**config.mk**
```make
export PLATFORM = sky130hd
export DESIGN_NAME = pipeline_hazard_controller_flat
export DESIGN_NICKNAME = d
export VERILOG_FILES = /design/src/rtl/pipeline_hazard_controller_if.sv /design/src/rtl/pipeline_hazard_controller.sv /design/src/flat_wrapper.sv
export SDC_FILE = /design/constraint.sdc
export NUM_CORES = 1
export LEC_CHECK = 0
export BUFFER_PORTS_ARGS = -buffer_cell sky130_fd_sc_hd__buf_2
export CORE_MARGIN = 1
export CORE_UTILIZATION = 55
export DETAILED_ROUTE_END_ITERATION = 12
export PLACE_DENSITY = 0.85
export SLEW_MARGIN = 25
export SYNTH_ARGS = -nofsm -noshare
export SYNTH_HDL_FRONTEND = slang
export SYNTH_SLANG_ARGS = --single-unit
```
**constraint.sdc**
```tcl
create_clock -name Clk -period 4.8 [get_ports Clk]
set_input_delay 1.44 -clock Clk [delete_from_list [all_inputs] [get_ports Clk]]
set_output_delay 1.44 -clock Clk [all_outputs]
set_load 0.01 [all_outputs]
```
**src/rtl/pipeline_hazard_controller_if.sv**
```systemverilog
// Purpose: bundles the hazard-detect inputs and stall/flush/bubble controls
//          exchanged between the pipeline datapath and the hazard controller.
// Latency: none (wires only). Backpressure: n/a; the controller's outputs are the stall mechanism.
// Modports: master = pipeline datapath side (drives hazard info, receives controls)
//           slave  = hazard controller side (receives hazard info, drives controls)
interface pipeline_hazard_controller_if #(
  parameter int CNT_W = 16
);
  // hazard information from the pipeline registers
  logic [4:0]       IFID_Rs;
  logic [4:0]       IFID_Rt;
  logic             IFID_UsesRt;
  logic             IDEX_MemRead;
  logic [4:0]       IDEX_Rt;
  logic             EXMEM_Branch;
  logic             EXMEM_ALUZero;
  logic             EXMEM_MemReq;
  logic             MemReady;
  // pipeline register controls
  logic             PCWrite;
  logic             IFIDWrite;
  logic             IDEXWrite;
  logic             EXMEMWrite;
  logic             PCSrc;
  logic             IFIDFlush;
  logic             IDEXBubble;
  logic             EXMEMBubble;
  logic             MEMWBBubble;
  // status / debug
  logic             MemError;
  logic [CNT_W-1:0] StallCycles;
  logic [CNT_W-1:0] FlushCount;

  modport master (
    output IFID_Rs, IFID_Rt, IFID_UsesRt, IDEX_MemRead, IDEX_Rt,
           EXMEM_Branch, EXMEM_ALUZero, EXMEM_MemReq, MemReady,
    input  PCWrite, IFIDWrite, IDEXWrite, EXMEMWrite, PCSrc,
           IFIDFlush, IDEXBubble, EXMEMBubble, MEMWBBubble,
           MemError, StallCycles, FlushCount
  );

  modport slave (
    input  IFID_Rs, IFID_Rt, IFID_UsesRt, IDEX_MemRead, IDEX_Rt,
           EXMEM_Branch, EXMEM_ALUZero, EXMEM_MemReq, MemReady,
    output PCWrite, IFIDWrite, IDEXWrite, EXMEMWrite, PCSrc,
           IFIDFlush, IDEXBubble, EXMEMBubble, MEMWBBubble,
           MemError, StallCycles, FlushCount
  );
endinterface

```
**src/rtl/pipeline_hazard_controller.sv**
```systemverilog
// Purpose: stall/flush sequencer for the 5-stage MIPS pipeline (load-use, taken branch, memory wait).
// Latency: controls are combinational from inputs and state; state/counters update on the next rising Clk.
// Backpressure: a pending data-memory access freezes every stage until MemReady or the wait timeout.
// Ports: Clk, Rst (async active-low) plain; hz (slave modport) carries hazard info in,
//        write-enables / PCSrc / flush / bubbles / MemError / StallCycles / FlushCount out.
module pipeline_hazard_controller #(
  parameter int MEM_TIMEOUT = 16,
  parameter int CNT_W       = 16
) (
  input  logic                         Clk,
  input  logic                         Rst,
  pipeline_hazard_controller_if.slave  hz
);

  localparam int WAIT_W = $clog2(MEM_TIMEOUT + 1);

  typedef enum logic {RUN, MEM_WAIT} state_t;

  state_t            state_q,     state_d;
  logic [WAIT_W-1:0] wait_cnt_q,  wait_cnt_d;
  logic              mem_error_q, mem_error_d;
  logic [CNT_W-1:0]  stall_cnt_q, stall_cnt_d;
  logic [CNT_W-1:0]  flush_cnt_q, flush_cnt_d;

  logic taken;
  logic load_use;
  logic expired;
  logic mem_stall;

  logic pc_write, ifid_write, idex_write, exmem_write;
  logic pc_src, ifid_flush, idex_bubble, exmem_bubble, memwb_bubble;

  always_comb begin
    taken    = hz.EXMEM_Branch & hz.EXMEM_ALUZero;
    // $0 is hardwired zero, so a load targeting it never creates a dependency
    load_use = hz.IDEX_MemRead && (hz.IDEX_Rt != 5'd0) &&
               ((hz.IDEX_Rt == hz.IFID_Rs) ||
                (hz.IFID_UsesRt && (hz.IDEX_Rt == hz.IFID_Rt)));
    expired   = (state_q == MEM_WAIT) && (wait_cnt_q == WAIT_W'(MEM_TIMEOUT));
    // once the wait has expired the access is treated as complete
    mem_stall = hz.EXMEM_MemReq & ~hz.MemReady & ~expired;

    pc_write     = 1'b1;
    ifid_write   = 1'b1;
    idex_write   = 1'b1;
    exmem_write  = 1'b1;
    pc_src       = 1'b0;
    ifid_flush   = 1'b0;
    idex_bubble  = 1'b0;
    exmem_bubble = 1'b0;
    memwb_bubble = 1'b0;

    if (mem_stall) begin
      // full freeze; the stuck MEM instruction must not retire twice
      pc_write     = 1'b0;
      ifid_write   = 1'b0;
      idex_write   = 1'b0;
      exmem_write  = 1'b0;
      memwb_bubble = 1'b1;
    end else if (taken) begin
      // kill the three wrong-path instructions in IF, ID and EX
      pc_src       = 1'b1;
      ifid_flush   = 1'b1;
      idex_bubble  = 1'b1;
      exmem_bubble = 1'b1;
    end else if (load_use) begin
      // hold IF/ID one cycle; the load advances to MEM and the hazard clears
      pc_write    = 1'b0;
      ifid_write  = 1'b0;
      idex_bubble = 1'b1;
    end

    // stay in MEM_WAIT only while still stalling; counter is 0 in RUN so +1 seeds it to 1
    if (mem_stall) begin
      state_d    = MEM_WAIT;
      wait_cnt_d = wait_cnt_q + WAIT_W'(1);
    end else begin
      state_d    = RUN;
      wait_cnt_d = '0;
    end

    mem_error_d = mem_error_q | (expired & ~hz.MemReady);

    stall_cnt_d = stall_cnt_q;
    if (!pc_write && (stall_cnt_q != {CNT_W{1'b1}})) begin
      stall_cnt_d = stall_cnt_q + CNT_W'(1);
    end

    flush_cnt_d = flush_cnt_q;
    if (taken && !mem_stall && (flush_cnt_q != {CNT_W{1'b1}})) begin
      flush_cnt_d = flush_cnt_q + CNT_W'(1);
    end
  end

  always_ff @(posedge Clk or negedge Rst) begin
    if (!Rst) begin
      state_q     <= RUN;
      wait_cnt_q  <= '0;
      mem_error_q <= 1'b0;
      stall_cnt_q <= '0;
      flush_cnt_q <= '0;
    end else begin
      state_q     <= state_d;
      wait_cnt_q  <= wait_cnt_d;
      mem_error_q <= mem_error_d;
      stall_cnt_q <= stall_cnt_d;
      flush_cnt_q <= flush_cnt_d;
    end
  end

  // all controls are forced inactive for the whole time reset is held
  assign hz.PCWrite     = Rst & pc_write;
  assign hz.IFIDWrite   = Rst & ifid_write;
  assign hz.IDEXWrite   = Rst & idex_write;
  assign hz.EXMEMWrite  = Rst & exmem_write;
  assign hz.PCSrc       = Rst & pc_src;
  assign hz.IFIDFlush   = Rst & ifid_flush;
  assign hz.IDEXBubble  = Rst & idex_bubble;
  assign hz.EXMEMBubble = Rst & exmem_bubble;
  assign hz.MEMWBBubble = Rst & memwb_bubble;

  assign hz.MemError    = mem_error_q;
  assign hz.StallCycles = stall_cnt_q;
  assign hz.FlushCount  = flush_cnt_q;

endmodule

```
**src/flat_wrapper.sv**
```systemverilog
// flat-port wrapper written by rule: the top's interface ports become plain ports
module pipeline_hazard_controller_flat 
#(
  parameter int MEM_TIMEOUT = 16,
  parameter int CNT_W       = 16
)
  (Clk, Rst, hz_IFID_Rs, hz_IFID_Rt, hz_IFID_UsesRt, hz_IDEX_MemRead, hz_IDEX_Rt, hz_EXMEM_Branch, hz_EXMEM_ALUZero, hz_EXMEM_MemReq, hz_MemReady, hz_PCWrite, hz_IFIDWrite, hz_IDEXWrite, hz_EXMEMWrite, hz_PCSrc, hz_IFIDFlush, hz_IDEXBubble, hz_EXMEMBubble, hz_MEMWBBubble, hz_MemError, hz_StallCycles, hz_FlushCount);
  pipeline_hazard_controller_if #(.CNT_W(CNT_W)) hz_i ();
  input  logic Clk;
  input  logic Rst;
  input wire logic [$bits(hz_i.IFID_Rs)-1:0] hz_IFID_Rs;
  input wire logic [$bits(hz_i.IFID_Rt)-1:0] hz_IFID_Rt;
  input wire logic [$bits(hz_i.IFID_UsesRt)-1:0] hz_IFID_UsesRt;
  input wire logic [$bits(hz_i.IDEX_MemRead)-1:0] hz_IDEX_MemRead;
  input wire logic [$bits(hz_i.IDEX_Rt)-1:0] hz_IDEX_Rt;
  input wire logic [$bits(hz_i.EXMEM_Branch)-1:0] hz_EXMEM_Branch;
  input wire logic [$bits(hz_i.EXMEM_ALUZero)-1:0] hz_EXMEM_ALUZero;
  input wire logic [$bits(hz_i.EXMEM_MemReq)-1:0] hz_EXMEM_MemReq;
  input wire logic [$bits(hz_i.MemReady)-1:0] hz_MemReady;
  output wire logic [$bits(hz_i.PCWrite)-1:0] hz_PCWrite;
  output wire logic [$bits(hz_i.IFIDWrite)-1:0] hz_IFIDWrite;
  output wire logic [$bits(hz_i.IDEXWrite)-1:0] hz_IDEXWrite;
  output wire logic [$bits(hz_i.EXMEMWrite)-1:0] hz_EXMEMWrite;
  output wire logic [$bits(hz_i.PCSrc)-1:0] hz_PCSrc;
  output wire logic [$bits(hz_i.IFIDFlush)-1:0] hz_IFIDFlush;
  output wire logic [$bits(hz_i.IDEXBubble)-1:0] hz_IDEXBubble;
  output wire logic [$bits(hz_i.EXMEMBubble)-1:0] hz_EXMEMBubble;
  output wire logic [$bits(hz_i.MEMWBBubble)-1:0] hz_MEMWBBubble;
  output wire logic [$bits(hz_i.MemError)-1:0] hz_MemError;
  output wire logic [$bits(hz_i.StallCycles)-1:0] hz_StallCycles;
  output wire logic [$bits(hz_i.FlushCount)-1:0] hz_FlushCount;
  assign hz_i.IFID_Rs = hz_IFID_Rs;
  assign hz_i.IFID_Rt = hz_IFID_Rt;
  assign hz_i.IFID_UsesRt = hz_IFID_UsesRt;
  assign hz_i.IDEX_MemRead = hz_IDEX_MemRead;
  assign hz_i.IDEX_Rt = hz_IDEX_Rt;
  assign hz_i.EXMEM_Branch = hz_EXMEM_Branch;
  assign hz_i.EXMEM_ALUZero = hz_EXMEM_ALUZero;
  assign hz_i.EXMEM_MemReq = hz_EXMEM_MemReq;
  assign hz_i.MemReady = hz_MemReady;
  assign hz_PCWrite = hz_i.PCWrite;
  assign hz_IFIDWrite = hz_i.IFIDWrite;
  assign hz_IDEXWrite = hz_i.IDEXWrite;
  assign hz_EXMEMWrite = hz_i.EXMEMWrite;
  assign hz_PCSrc = hz_i.PCSrc;
  assign hz_IFIDFlush = hz_i.IFIDFlush;
  assign hz_IDEXBubble = hz_i.IDEXBubble;
  assign hz_EXMEMBubble = hz_i.EXMEMBubble;
  assign hz_MEMWBBubble = hz_i.MEMWBBubble;
  assign hz_MemError = hz_i.MemError;
  assign hz_StallCycles = hz_i.StallCycles;
  assign hz_FlushCount = hz_i.FlushCount;
  pipeline_hazard_controller #(.MEM_TIMEOUT(MEM_TIMEOUT), .CNT_W(CNT_W)) u_core (.Clk(Clk), .Rst(Rst), .hz(hz_i));
endmodule
```
Word-level counts from Yosys, hierarchy flattened:

Cells that the tools add are included.

* flip-flop bits (word level): 39
* input port bits: 23
* output and inout port bits: 42
* logic and storage cells: 47

* add/sub/neg operators: 3
* eq/ne operators: 5
* muxes and demuxes: 11
* bitwise gates (word level): 12
* reductions and logical operators: 11

Operators with widths (count)
* $add A16 B1 Y16 const B: 2
* $ne A16 B16 Y1 const B: 2
* $eq A5 B5 Y1: 2
* $mux W1: 10
* $and A1 B1 Y1: 9
* $logic_and A1 B1 Y1: 7
* $add A5 B1 Y5 const B: 1
* $eq A5 B5 Y1 const B: 1
* $mux W5: 1
* $reduce_bool A5 Y1: 1
* $logic_not A1 Y1: 2
* $not A1 Y1: 2
* $logic_or A1 B1 Y1: 1
* $or A1 B1 Y1: 1

Logic depth before layout (Yosys ltp):

* depth in word-level cells: 9
* gate-level depth with buffers: 9
* mapped depth without buffers: 9

Worst setup path before layout:

No wires, ideal clock.

* path type: input to output
* from: input hz_IDEX_Rt[0]
* to: output hz_PCWrite
* arrival: 2.626 ns
* data required time: 3.360 ns
* path slack: 0.734 ns
* stages on the path: 5
* buffers on the path: 1
* cells stage by stage: or4_1 -> o21ai_2 -> a21oi_2 -> a21oi_1 -> buf_4

* cells in the longest elaborated chain, start to end: 8
* elaborated cells between the ends (all ways): 11
* those cells by class: eq/ne (2); mux (3); bitwise (1); reduce/logical (5)

RTL lines
* start: declaration: RTL line flat_wrapper.sv:15 `input wire logic [$bits(hz_i.IDEX_Rt)-1:0] hz_IDEX_Rt;`
* $eq A5 B5 Y1: RTL line pipeline_hazard_controller.sv:38 `(hz.IFID_UsesRt && (hz.IDEX_Rt == hz.IFID_Rt)));`
* $logic_and A1 B1 Y1: RTL line pipeline_hazard_controller.sv:38
* $logic_or A1 B1 Y1: RTL line pipeline_hazard_controller.sv:37 `((hz.IDEX_Rt == hz.IFID_Rs) ||`
* $logic_and A1 B1 Y1 (*): RTL line pipeline_hazard_controller.sv:36 `load_use = hz.IDEX_MemRead && (hz.IDEX_Rt != 5'd0) &&`
* $mux W1 (*) (3 in series)
* $and A1 B1 Y1 (*)
* end: declaration: RTL line flat_wrapper.sv:20 `output wire logic [$bits(hz_i.PCWrite)-1:0] hz_PCWrite;`

Every way passes the cells marked *; elsewhere a longest branch is shown, timed or not.

Final worst setup path:

* from: input hz_IDEX_Rt[0]
* to: output hz_IFIDWrite

* cells in the longest elaborated chain, start to end: 8
* elaborated cells between the ends (all ways): 11
* those cells by class: eq/ne (2); mux (3); bitwise (1); reduce/logical (5)

RTL lines
* $eq A5 B5 Y1: RTL line pipeline_hazard_controller.sv:38
* $logic_and A1 B1 Y1: RTL line pipeline_hazard_controller.sv:38
* $logic_or A1 B1 Y1: RTL line pipeline_hazard_controller.sv:37
* $logic_and A1 B1 Y1 (*): RTL line pipeline_hazard_controller.sv:36
* $mux W1 (*): RTL line pipeline_hazard_controller.sv:66 `end else if (load_use) begin`
* $mux W1 (*): RTL line pipeline_hazard_controller.sv:60 `end else if (taken) begin`
* $mux W1 (*): RTL line pipeline_hazard_controller.sv:53 `if (mem_stall) begin`
* $and A1 B1 Y1 (*): RTL line pipeline_hazard_controller.sv:113 `assign hz.IFIDWrite = Rst & ifid_write;`
* end: declaration: RTL line flat_wrapper.sv:21 `output wire logic [$bits(hz_i.IFIDWrite)-1:0] hz_IFIDWrite;`

Marks and branches as above.

==> out/qor.csv <==
stage,metric,value,unit
outcome,outcome,finished clean,
global_route,initial antenna violation count,0,
pwr,Logic pwr share,21.6,%
floorplan,Die Y-Extent,63.7,um
final_layout,Syn-to-layout area delta,22.1,%
synth,Seq cells post-synth,39,
timing,Period minus WS final,4.10,ns
global_route,pin count of the biggest net entering global routing,40,
global_route,Tot GR Track Use,22.4,%
synth,Post-Syn Area per Cell,10.9,um2
synth,asr flop ratio synth,100,%
drt,Vias/cell,5.28,
final_layout,n_diodes,0,
timing,slew margin rel.,68.1,%
clock_tree,Num CTS Buffers,5,
worst_setup_path,critical path data arrival time,2.66,ns
floorplan,Core Area,0.00366,mm2
final_layout,post-route cell area,0.00256,mm2
synth,Unique masters post-synth,37,
placed_design,routability congestion estimate,0.828,
final_layout,utilization after layout,69.9,%
pwr,Max VDD drop,0.223,mV
synth,gate count of the mapped netlist,192,
final_layout,layout cells sized above 1,33.8,%
hold_path,worst min path class,register to register,
global_route,first-pass GRT wire length,6960,um
synth,register area share after synthesis,46.6,%
clock_tree,Worst-Skew Late Latency,0.29,ns
floorplan,Top Ports,65,
final_layout,Final #Nets,286,
placed_design,Area after DPL,0.00244,mm2
timing,Final Hold Viols,0,
pwr,Leak,0.00130,uW
pwr,Clk pwr share,30.8,%
floorplan,die area,0.00406,mm2
drt,DRT antenna net count,0,
final_layout,Multi-input gate area,0.00106,mm2
synth,Synth top area share,46.6,%
worst_setup_path,Worst setup SP type,input pin,
synth,Syn Nets,219,
clock_tree,Max Buffers Root-to-Sink,2,
synth,Yosys warnings,0,
global_route,vias in the first global route,1619,
floorplan,row count,22,
timing,Least-Margin Pin Slew,0.479,ns
pwr,Internal,641,uW
pwr,sequential power share,47.5,%
timing,Slew Limit Fails,0,
worst_setup_path,WS Path Type,input pin to primary output,
synth,Post-synth top cells,"dfrtp_1, xnor2_1, xor2_1",
placed_design,Setup WS pre-CTS,0.703,ns
placed_design,# port buffers,64,
final_layout,Filler cells,275,
synth,Netlist Area Pre-Place,0.00210,mm2
drt,Vias,1627,
drt,Remaining DRCs,0,
clock_tree,post-CTS sizing,0,
timing,Max Clock Freq,244,MHz
global_route,GRT Residual Overflow,0,
synth,most common cell in the synthesized netlist,dfrtp_1,
drt,total iterations of the first detailed-routing run,4,
synth,cell taking the most area after synthesis,dfrtp_1,
worst_setup_path,Critical Path RT,3.36,ns
worst_setup_path,CP Max Fanout,3,
timing,post-route setup TNS,0,ns
clock_tree,Post-CTS Setup Bufs,0,
timing,skew final,0.00916,ns
clock_tree,H-tree Lvls,2,
timing,RSZ-0062 raised after global routing,no,
clock_tree,CTS tree,done,
synth,"EDFF count, synth",0,
synth,Area contributors post-synth,"dfrtp_1, xnor2_1, xor2_1",
pwr,Switch Pwr,274,uW
synth,Main synth FF type,dfrtp_1,
flow_run,MaxCap Viol Count,0,
timing,Final setup viols,0,
clock_tree,CTS Root Cell,clkbuf_8,
placed_design,Detailed Place HPWL,3010,um
pwr,pwr dens,357,mW/mm2
clock_tree,Sink Count,39,
drt,Routed wire per std cell,13.1,um
clock_tree,hold buffer count at CTS,0,
final_layout,register area,976,um2
timing,setup ws final,0.703,ns
clock_tree,Worst-path clk slew,0.08,ns
drt,Starting DRT DRC Count,73,
worst_setup_path,CP Capture Type,primary output,
timing,fin crit share,85.4,%
drt,WL final,4030,um
pwr,sw frac,30.0,%
floorplan,die width,63.7,um
floorplan,initial core utilization,57.2,%
## metrics by stage
stage | power [uW] | hold WS, ns | instances
global placement | 634 | 0.459 | 300
global route | 964 | 0.515 | 308
detailed placement | 641 | 0.464 | 300
CTS | 927 | 0.482 | 308
floorplan | 551 | 0.452 | 192
finish | 915 | 0.478 | 308
## registers in the layout, indices dropped and copies added (netlist names)
signal / flops
u_core.hz.FlushCount: 16
u_core.hz.StallCycles: 16
u_core.wait_cnt_q: 5
u_core.hz.MemError: 1
u_core.state_q: 1
## critical path, cell delays in order
cell     delay [ns]
buf_2          0.12
or4_1          0.53
o21ai_2        0.15
a21oi_2        0.07
a21oi_1        0.18
buf_2          0.16
## placed cells by master, fill, tap and decap left out, types with 3 or more instances in the layout
master,synthesis,final
xor2_1,18,18
nand4_1,5,5
mux2_2,4,4
clkbuf_8,0,6
a21oi_1,3,3
buf_2,0,64
nand2b_1,4,4
nand3_1,16,16
xnor2_1,23,23
nand2_1,17,17
and2_1,6,6
nor2_1,13,13
dfrtp_1,39,39
inv_1,4,4
ha_1,4,4
nor3_1,3,3
and3_1,6,6
nor4bb_1,3,3
## final timing paths
check | start | endpoint | slack (ns) | cells past startpoint
max in group asynchronous | Rst | u_core.hz.StallCycles[1] | 3.25 | 2
max reg2reg | u_core.wait_cnt_q[2] | u_core.hz.StallCycles[1] | 2.71 | 7
min in group asynchronous | Rst | u_core.wait_cnt_q[4] | 1.22 | 2
min | u_core.hz.MemError | u_core.hz.MemError | 0.48 | 1
min reg2reg | u_core.hz.MemError | u_core.hz.MemError | 0.48 | 1
max | hz_IDEX_Rt[0] | hz_IFIDWrite | 0.70 | 6
## cells by family (layout without fill, tap and decap cells)
kind of cell    count (synthesis)  in the layout  share of synthesized area, %
compound gates                 10             10                          4.90
flops                          39             39                          46.6
xor+xnor                       41             41                          17.1
simple gates                   84             84                          23.9
mux                             4              4                          2.15
fa+ha+maj                       4              4                          2.39
buf+inv                        10             78                          2.99
## final cells by class
type | instances | share of cell area (%)
Clock inverter | 2 | 1.37
Sequential cell | 39 | 38.1
Inverter | 5 | 0.831
Tap cell | 48 | 2.35
Multi-Input combinational cell | 143 | 41.3
Clock buffer | 6 | 3.23
Timing Repair Buffer | 65 | 12.8
## power by group through the flow
| stage | registers [uW] | clock network [uW] | logic (uW) |
|---|---|---|---|
| 2_1_floorplan | 454 | 0 | 96.8 |
| 3_3_place_gp | 439 | 0 | 195 |
| 3_5_place_dp | 441 | 0 | 200 |
| 4_1_cts | 435 | 290 | 202 |
| 5_1_grt | 444 | 300 | 219 |
| 6_report | 435 | 282 | 198 |
## routing by layer
| layer | GRT usage [%] | vias up | routed length, um |
|---|---|---|---|
| met3 | 5.71 | 9 | 159 |
| met2 | 39.8 | 44 | 2090 |
| met1 | 25.6 | 784 | 1710 |
| met4 | 8.81 | 0 | 70 |
| li1 | - | 790 | - |
| met5 | 0 | - | 0 |
No activity file was read; power rests on OpenSTA's default activity.
